==> config.mk <==
export PLATFORM = sky130hd
export DESIGN_NAME = boton_antirrebote
export DESIGN_NICKNAME = d
export VERILOG_FILES = /design/src/rtl/boton_antirrebote.sv
export SDC_FILE = /design/constraint.sdc
export NUM_CORES = 1
export LEC_CHECK = 0
export ABC_AREA = 0
export ABC_CLOCK_PERIOD_IN_PS = 2950
export BUFFER_PORTS_ARGS = -buffer_cell sky130_fd_sc_hd__buf_4
export CELL_PAD_IN_SITES_DETAIL_PLACEMENT = 1
export CELL_PAD_IN_SITES_GLOBAL_PLACEMENT = 1
export CORE_MARGIN = 2
export CORE_UTILIZATION = 51
export DETAILED_ROUTE_END_ITERATION = 10
export PLACE_DENSITY_LB_ADDON = 0.1
export SYNTH_ARGS = -nofsm -noshare
export SYNTH_HDL_FRONTEND = slang
export SYNTH_SLANG_ARGS = --single-unit
export TNS_END_PERCENT = 100
==> constraint.sdc <==
create_clock -name clk -period 2.95 [get_ports clk]
set_input_delay 0.59 -clock clk [delete_from_list [all_inputs] [get_ports clk]]
set_output_delay 0.59 -clock clk [all_outputs]
set_load 0.01 [all_outputs]
==> src/rtl/boton_antirrebote.sv <==
// Two-key debouncer: synchronizes the select and start keys and emits one pulse per accepted press.
// Optional select auto-repeat is enabled by defining AUTOREPEAT_EN.
module boton_antirrebote #(
  parameter int unsigned DEBOUNCE_CYCLES = 50000,
  parameter int unsigned REPEAT_CYCLES   = 25000000
) (
  input  logic clk,
  input  logic rst_n,
  input  logic btn_sel_n,
  input  logic btn_start_n,
  output logic selector,
  output logic start,
  output logic sel_held,
  output logic start_held
);

  localparam int unsigned CNT_W = $clog2(DEBOUNCE_CYCLES + 1);
  localparam logic [CNT_W-1:0] CNT_ONE  = CNT_W'(1);
  localparam logic [CNT_W-1:0] CNT_LAST = CNT_W'(DEBOUNCE_CYCLES - 1);
  localparam logic [CNT_W-1:0] CNT_MAX  = CNT_W'(DEBOUNCE_CYCLES);

  typedef enum logic [1:0] {StIdle, StDbPress, StPressed, StDbRelease} key_state_e;

  logic [1:0] sel_sync_q, start_sync_q;
  logic       sel_pressed, start_pressed;

  key_state_e       sel_state_q, start_state_q;
  logic [CNT_W-1:0] sel_cnt_q, start_cnt_q;
  logic             sel_pulse_q, start_pulse_q;

  // Synchronizers reset to the released (high) raw level.
  always_ff @(posedge clk or negedge rst_n) begin
    if (!rst_n) begin
      sel_sync_q   <= 2'b11;
      start_sync_q <= 2'b11;
    end else begin
      sel_sync_q   <= {sel_sync_q[0], btn_sel_n};
      start_sync_q <= {start_sync_q[0], btn_start_n};
    end
  end

  assign sel_pressed   = ~sel_sync_q[1];
  assign start_pressed = ~start_sync_q[1];

`ifdef AUTOREPEAT_EN
  localparam int unsigned REP_W = $clog2(REPEAT_CYCLES + 1);
  localparam logic [REP_W-1:0] REP_LAST = REP_W'(REPEAT_CYCLES - 1);
  logic [REP_W-1:0] sel_rep_q;
`endif

  always_ff @(posedge clk or negedge rst_n) begin
    if (!rst_n) begin
      sel_state_q <= StIdle;
      sel_cnt_q   <= '0;
      sel_pulse_q <= 1'b0;
`ifdef AUTOREPEAT_EN
      sel_rep_q   <= '0;
`endif
    end else begin
      sel_pulse_q <= 1'b0;
`ifdef AUTOREPEAT_EN
      // Repeat count only survives while staying in StPressed.
      sel_rep_q   <= '0;
`endif
      case (sel_state_q)
        StIdle: begin
          if (sel_pressed) begin
            sel_state_q <= StDbPress;
            sel_cnt_q   <= CNT_ONE;
          end
        end
        StDbPress: begin
          if (!sel_pressed) begin
            sel_state_q <= StIdle;
            sel_cnt_q   <= '0;
          end else if (sel_cnt_q >= CNT_LAST) begin
            sel_state_q <= StPressed;
            sel_cnt_q   <= CNT_MAX;
            sel_pulse_q <= 1'b1;
          end else begin
            sel_cnt_q <= sel_cnt_q + CNT_ONE;
          end
        end
        StPressed: begin
          if (!sel_pressed) begin
            sel_state_q <= StDbRelease;
            sel_cnt_q   <= CNT_ONE;
          end
`ifdef AUTOREPEAT_EN
          else if (sel_rep_q == REP_LAST) begin
            sel_pulse_q <= 1'b1;
          end else begin
            sel_rep_q <= sel_rep_q + 1'b1;
          end
`endif
        end
        StDbRelease: begin
          if (sel_pressed) begin
            sel_state_q <= StPressed;
            sel_cnt_q   <= CNT_MAX;
          end else if (sel_cnt_q >= CNT_LAST) begin
            sel_state_q <= StIdle;
            sel_cnt_q   <= '0;
          end else begin
            sel_cnt_q <= sel_cnt_q + CNT_ONE;
          end
        end
        default: begin
          sel_state_q <= StIdle;
          sel_cnt_q   <= '0;
        end
      endcase
    end
  end

  always_ff @(posedge clk or negedge rst_n) begin
    if (!rst_n) begin
      start_state_q <= StIdle;
      start_cnt_q   <= '0;
      start_pulse_q <= 1'b0;
    end else begin
      start_pulse_q <= 1'b0;
      case (start_state_q)
        StIdle: begin
          if (start_pressed) begin
            start_state_q <= StDbPress;
            start_cnt_q   <= CNT_ONE;
          end
        end
        StDbPress: begin
          if (!start_pressed) begin
            start_state_q <= StIdle;
            start_cnt_q   <= '0;
          end else if (start_cnt_q >= CNT_LAST) begin
            start_state_q <= StPressed;
            start_cnt_q   <= CNT_MAX;
            start_pulse_q <= 1'b1;
          end else begin
            start_cnt_q <= start_cnt_q + CNT_ONE;
          end
        end
        StPressed: begin
          if (!start_pressed) begin
            start_state_q <= StDbRelease;
            start_cnt_q   <= CNT_ONE;
          end
        end
        StDbRelease: begin
          if (start_pressed) begin
            start_state_q <= StPressed;
            start_cnt_q   <= CNT_MAX;
          end else if (start_cnt_q >= CNT_LAST) begin
            start_state_q <= StIdle;
            start_cnt_q   <= '0;
          end else begin
            start_cnt_q <= start_cnt_q + CNT_ONE;
          end
        end
        default: begin
          start_state_q <= StIdle;
          start_cnt_q   <= '0;
        end
      endcase
    end
  end

  assign sel_held   = (sel_state_q == StPressed) || (sel_state_q == StDbRelease);
  assign start_held = (start_state_q == StPressed) || (start_state_q == StDbRelease);

  // Start wins a same-cycle collision and masks select while held.
  assign start    = start_pulse_q;
  assign selector = sel_pulse_q & ~start_pulse_q & ~start_held;

endmodule

==> results of run 1 <==
==> per-layer routing <==
metal  track usage (%)  share of wire [%]  vias up
li1                  -                  -      949
met1             37.91                 52      981
met2             36.11                 44       23
met3             5.485                3.1        7
met4             8.805                1.3        0
met5                 0                  0        -
==> power by group through the flow <==
| stage | logic, W | clock network [W] | registers, W |
|---|---|---|---|
| floorplan | 0.000304 | 0 | 0.000724 |
| global placement | 0.000340 | 0 | 0.000774 |
| detailed placement | 0.000352 | 0 | 0.000778 |
| CTS | 0.000355 | 0.000471 | 0.000767 |
| global route | 0.000406 | 0.000490 | 0.000792 |
| finish | 0.000354 | 0.000456 | 0.000771 |
==> logic make-up after synthesis <==
| logic type | Yosys count |
|---|---|
| buf+inv | 20 |
| flops | 42 |
| xor+xnor | 9 |
| fa+ha+maj | 2 |
| mux | 2 |
| simple gates | 99 |
| compound gates | 78 |
==> worst max-delay path, delay by kind of cell, from the launching register on <==
family | cells | cell delay (ps)
DFF | 1 | 410
AOI/OAI and AO/OA | 3 | 880
adders and majority gates | 1 | 210
and+or+nand+nor | 2 | 630
==> state kept, by name, summed over array words and instances, names as in the netlist, named ones only <==
register / cells
sel_pulse_q: 1
sel_cnt_q: 16
start_cnt_q: 16
start: 1
sel_sync_q: 2
sel_state_q: 1
start_state_q: 1
start_sync_q: 2
==> Yosys cell counts (5+ instances only) <==
| master | number | area, um^2 |
|---|---|---|
| a21oi_1 | 10 | 50.05 |
| a31oi_1 | 16 | 100.1 |
| nand4_1 | 7 | 43.79 |
| clkbuf_1 | 8 | 30.03 |
| inv_1 | 9 | 33.78 |
| a22o_1 | 8 | 70.07 |
| dfrtp_1 | 38 | 950.9 |
| xnor2_1 | 8 | 70.07 |
| nand3_1 | 11 | 55.05 |
| or3_1 | 5 | 31.28 |
| nand2_1 | 28 | 105.1 |
| nor3_1 | 5 | 25.02 |
| o21ai_0 | 19 | 95.09 |
| nor2_1 | 16 | 60.06 |
==> worst paths after layout <==
| check | to | slack, ps | cells after the start |
|---|---|---|---|
| max | start_cnt_q[7] | 710 | 6 |
| min | sel_cnt_q[5] | 270 | 1 |
| max reg2reg | start_cnt_q[7] | 710 | 6 |
| min reg2reg | start_sync_q[1] | 360 | 0 |
| max in group asynchronous | sel_sync_q[1] | 2300 | 1 |
| min in group clk | start_sync_q[1] | 360 | 0 |
==> through the flow <==
| step | util [%] | hold WS [ps] | setup slack, ps | std cells | instance area (um^2) |
|---|---|---|---|---|---|
| 2_1_floorplan | - | 294.4 | 994.2 | 252 | 2331 |
| 4_1_cts | 57.13 | 278.4 | 712.8 | 308 | 2505 |
| 5_1_grt | 57.13 | 295.4 | 501.6 | 308 | 2505 |
| 6_report | 57.13 | 273.5 | 712.1 | 308 | 2505 |
| 3_3_place_gp | 54.62 | 345.5 | 772.5 | 300 | 2395 |
| 3_5_place_dp | 54.62 | 349.9 | 739.4 | 300 | 2395 |
==> final cells by class <==
type	instances	area [um^2]
inverter	9	33.78
clock inverter	2	37.54
clock buffer	6	72.57
multi-input combinational	190	1187
tap	52	65.06
sequential	42	1056
fill	511	1879
timing repair buffer	7	52.55
==> impl_results.md, run 1 <==
- Status: finished, final reports clean
- P_int: 0.001046 W
- RSZ-0062 raised after global routing: no
- Core ar.: 0.004384 mm^2
- DRT iter0 DRCs: 89
- Startpoint types: flip-flop
- Final setup fails: 0
- Leading cell types in the layout, fill and taps excluded: dfrtp_1, nand2_1, o21ai_0
- Compound-Gate Fraction of Synth Area: 23.30%
- Vert. Die Dim: 71.61 um
- Cell leakage power: 1.038 nW
- Initial Util: 53.17%
- Start of the worst register-to-register path: start_cnt_q[0]
- Die area: 0.005127 mm^2
- Vias in the first global route: 1,962
- F_max: 0.4468 GHz
- Peak VDD IR: 0.3803 mV
- Layout Nets: 261
- EDFF count, synth: 0
- Mux share of post-synthesis cell area: 0.9125%
- Clock buffer depth: 2
- H-tree levels: 2
- GR Util All Layers: 25.30%
- CP max-delay cell: a2111oi_4
- Crit. End Element: flip-flop
- Final hold viol count: 0
- Adder-cell share of the synthesized area: 1.074%
- First-pass GRT wire length: 9.963 mm
- N_diodes: 0
- Gate power share: 22.4%
- Worst-skew pair later-pin latency: 300 ps
- Slew margin rel.: 31.00%
- Final Skew: 8.000 ps
- Crit path cell chain: ha_1 -> nand3_1 -> a2111oi_4 -> or3_1 -> o21ai_0 -> a21o_1
- Synth Area in XOR/XNOR: 3.382%
- Mapped Avg Cell Area: 9.250 um^2
- Layout cell share with drive strength beyond 1: 10.94%
- Max Cap Violations: 0
- Setup TNS: 0 ps
- Yosys cell types: 46
- Sw frac: 33.84%
- Tot Pwr: 0.001582 W
- Syn_nets: 258
- Ys flop type: dfrtp_1
- Worst Path Arrival: 2440 ps
- IO Port Bufs: 7
- CP Data Required Time: 3150 ps
- Worst slew pin tran: 1027 ps
- P&R area growth vs syn: 7.461%
- FF+latch count, synth: 42
- Detailed Route WL: 5.789 mm
- Drt wl/cell: 18.80 um
- Vias per cell: 6.364
- P_sw: 0.0005352 W
- Seq/Total Area, Yosys: 45.30%
- Crit Path Max Fanout: 8
- Gate Count Post-Synth: 252
- Clock buffer count from CTS: 5
- Slew Limit Fails: 0
- Clock Power Share: 28.9%
- # clock sinks: 42
- CTS root buf: clkbuf_8
- Crit path from: start_cnt_q[0]
- Number of synthesis warnings: 0
- Main combinational cell family by area after synthesis: compound AO/OA/AOI/OAI gates
- Row cnt: 24
- Via count: 1,960
- Routability cong.: 0.7708
- Async set or reset register ratio after synthesis: 100.0%
- Die X: 71.61 um
- Seq pwr share: 48.7%
- Crit path time final: 2238 ps
- Post-route ant nets: 0
- Worst Hold Class: input port to async pin
- PwrDens: 631.4 mW/mm^2
- DRC viols: 0
- Crit Path Category: flip-flop to flip-flop
- Io pins: 8
- Fin crit share: 75.86%
- Largest net degree at the start of global routing: 43
- Total grt overflow: 0
- Post-Synth Simple-Gate Area: 22.28%
- CTS clk-pin slew, worst paths: 80 ps
- Mapped cell area: 0.002331 mm^2
- Post-CTS Repair Setup Buffers: 0
- Post_cts resized: 0
- Commonest non-fill, non-tap cell in the layout: dfrtp_1
- CTS tree: built
- Hold_buf cts: 0
- HPWL reported at the end of detailed placement: 4.068 mm
- Drt pass-1 iters: 4
- Delay of the slowest critical-path stage: 560 ps
- Initial antenna violation count: 0
No activity file was read; power rests on OpenSTA's default activity.
==> run 2, diff against run 1 <==
--- a/config.mk
+++ b/config.mk
@@ -6,12 +6,12 @@
 export NUM_CORES = 1
 export LEC_CHECK = 0
 export ABC_AREA = 0
-export ABC_CLOCK_PERIOD_IN_PS = 2950
+export ABC_CLOCK_PERIOD_IN_PS = 2250
 export BUFFER_PORTS_ARGS = -buffer_cell sky130_fd_sc_hd__buf_4
 export CELL_PAD_IN_SITES_DETAIL_PLACEMENT = 1
 export CELL_PAD_IN_SITES_GLOBAL_PLACEMENT = 1
 export CORE_MARGIN = 2
-export CORE_UTILIZATION = 51
+export CORE_UTILIZATION = 48
 export DETAILED_ROUTE_END_ITERATION = 10
 export PLACE_DENSITY_LB_ADDON = 0.1
 export SYNTH_ARGS = -nofsm -noshare
==> constraint.sdc (replaced) <==
create_clock -name clk -period 2.25 [get_ports clk]
set_input_delay 0.45 -clock clk [delete_from_list [all_inputs] [get_ports clk]]
set_output_delay 0.45 -clock clk [all_outputs]
set_load 0.01 [all_outputs]
==> impl_results.md, run 2 (same netlist as run 1, synthesis figures left out) <==
- First-pass GRT wire length: 9.584 mm (-3.8%)
- Status: finished, final reports clean
- Layout cell share with drive strength beyond 1: 14.02% (+3.1 points)
- Drt wl/cell: 17.96 um (-4.4%)
- Initial Util: 49.68% (-3.5 points)
- Via count: 1,986 (+1.3%)
- Vert. Die Dim: 73.69 um (+2.9%)
- Slew Limit Fails: 0 (unchanged)
- Final hold viol count: 0 (unchanged)
- Detailed Route WL: 5.712 mm (-1.3%)
- Setup TNS: 0 ps (unchanged)
- DRT iter0 DRCs: 77 (-13%)
- Vias per cell: 6.245 (-1.9%)
- Crit. End Element: flip-flop
- Initial antenna violation count: 0 (unchanged)
- HPWL reported at the end of detailed placement: 4.191 mm (+3.0%)
- FILL cells: 546 (+6.8%)
- Worst Path Arrival: 2250 ps (-190 ps)
- CTS tree: built
- Max Cap Violations: 0 (unchanged)
- GR Util All Layers: 23.42% (-1.9 points)
- DRC viols: 0 (unchanged)
- Io pins: 8 (unchanged)
- CP Data Required Time: 2420 ps (-730 ps)
- Layout Nets: 269 (+3.1%)
- Biggest regs: sel_cnt_q (16), start_cnt_q (16)
- Largest net degree at the start of global routing: 43 (unchanged)
- Leading cell types in the layout, fill and taps excluded: dfrtp_1, nand2_1, o21ai_0
- Fin crit share: 92.12% (+16 points)
- Commonest non-fill, non-tap cell in the layout: dfrtp_1
- F_max: 0.4825 GHz (+8.0%)
- # clock sinks: 42 (unchanged)
- Cell leakage power: 1.082 nW (+4.3%)
- Crit path time final: 2073 ps (-165.3 ps)
- Vias in the first global route: 1,948 (-0.71%)
- Clock buffer depth: 2 (unchanged)
- Die X: 73.69 um (+2.9%)
- Final Skew: 11.38 ps (+3.375 ps)
- Die area: 0.005429 mm^2 (+5.9%)
- Post-route ant nets: 0 (unchanged)
- CTS clk-pin slew, worst paths: 80 ps (about the same)
- Startpoint types: flip-flop
- Hold_buf cts: 0 (unchanged)
- Row cnt: 25 (+4.2%)
- Core ar.: 0.004692 mm^2 (+7.0%)
- H-tree levels: 2 (unchanged)
- Crit Path Max Fanout: 5 (-3)
- Peak VDD IR: 0.4129 mV (+8.6%)
- Final setup fails: 0 (unchanged)
- Setup slack, reg-to-reg: 180 ps (-530 ps)
- Reg-to-reg endpoint: start_cnt_q[14]
- Worst slew pin tran: 622.8 ps (-404.3 ps)
- Final core occ: 55.09% (-2.0 points)
- Crit Path Category: flip-flop to flip-flop
- N_diodes: 0 (unchanged)
- Clock buffer count from CTS: 5 (unchanged)
- Slew margin rel.: 58.33% (+27 points)
- Worst Hold Class: input port to async pin
- Routability cong.: 0.7729 (+0.27%)
- Start of the worst register-to-register path: start_cnt_q[0]
- IO Port Bufs: 7 (unchanged)
- CTS root buf: clkbuf_8
- Total grt overflow: 0 (unchanged)
- PwrDens: 811.7 mW/mm^2 (+29%)
- Drt pass-1 iters: 4 (unchanged)
- RSZ-0062 raised after global routing: no
- P&R area growth vs syn: 10.90%
- Worst-skew pair later-pin latency: 290 ps (about the same)
- Worst r2r path cells: 7 (+1)
-- run 2: cell count changes in the layout (fill, tap and decap cells not counted) --
cell / previous run / this run
clkinvlp_4: 1 / 0
ha_2: 0 / 1
ha_1: 2 / 1
clkbuf_1: 1 / 2
nor4_2: 0 / 1
buf_12: 0 / 1
buf_4: 7 / 14
nor4_1: 4 / 3
-- run 2: critical path, stage by stage (launching register included) --
cell and delay (ps):
dfrtp_1 430, ha_1 240, nand3_1 190, a2111oi_4 130, buf_4 180, o31ai_1 400, o21ai_0 170, a22o_1 210
-- run 2: power breakdown --
part           total (W)  internal, W  switching [W]
registers       0.000983     0.000856       0.000127
logic           0.000528     0.000217       0.000311
clock network   0.000588     0.000332       0.000255
-- run 2: layer usage --
layer,GRT usage (%),routed length [um],up-vias,part of all wire [%]
met1,34.71,2952,991,52
li1,-,-,956,-
met2,34.72,2520,30,44
met3,4.390,170,9,3.0
met4,6.667,68,0,1.2
met5,0,0,-,0
-- run 2: layout make-up --
type | instances | area [um^2] | share of cell area [%]
timing repair buffer | 15 | 125.1 | 4.840
tap | 54 | 67.56 | 2.614
multi-input combinational | 190 | 1196 | 46.27
clock inverter | 1 | 30.03 | 1.162
sequential | 42 | 1056 | 40.85
clock buffer | 7 | 76.32 | 2.953
inverter | 9 | 33.78 | 1.307
-- run 2: how the worst max path moves through the flow --
stage	start	to	slack (ps)	depth (start not counted)
2_1_floorplan	sel_cnt_q[0]	sel_cnt_q[10]	290	6
3_3_place_gp	start_cnt_q[10]	start_cnt_q[11]	170	5
3_5_place_dp	sel_cnt_q[0]	sel_cnt_q[10]	130	6
4_1_cts	start_cnt_q[10]	start_cnt_q[11]	120	5
5_1_grt	start_cnt_q[0]	start_cnt_q[4]	30	7
6_report	start_cnt_q[0]	start_cnt_q[14]	180	7
-- run 2: stage by stage --
step                      total power, W  setup WS [ps]  cells  hold WS (ps)  cell area [um^2]
after floorplan                 0.001348          294.2    252         154.4              2331
after global placement          0.001505          170.9    309         350.2              2462
after detailed placement        0.001524          132.7    309         355.0              2462
after CTS                       0.002111          116.0    317         153.1              2569
after global routing            0.002241          25.33    318         172.2              2585
final                           0.002098          177.4    318         138.0              2585
-- run 2: repair_timing --
action,CTS,global route
setup buffers,0,1
resized for setup,0,2
endpoints found under the setup margin,0,12
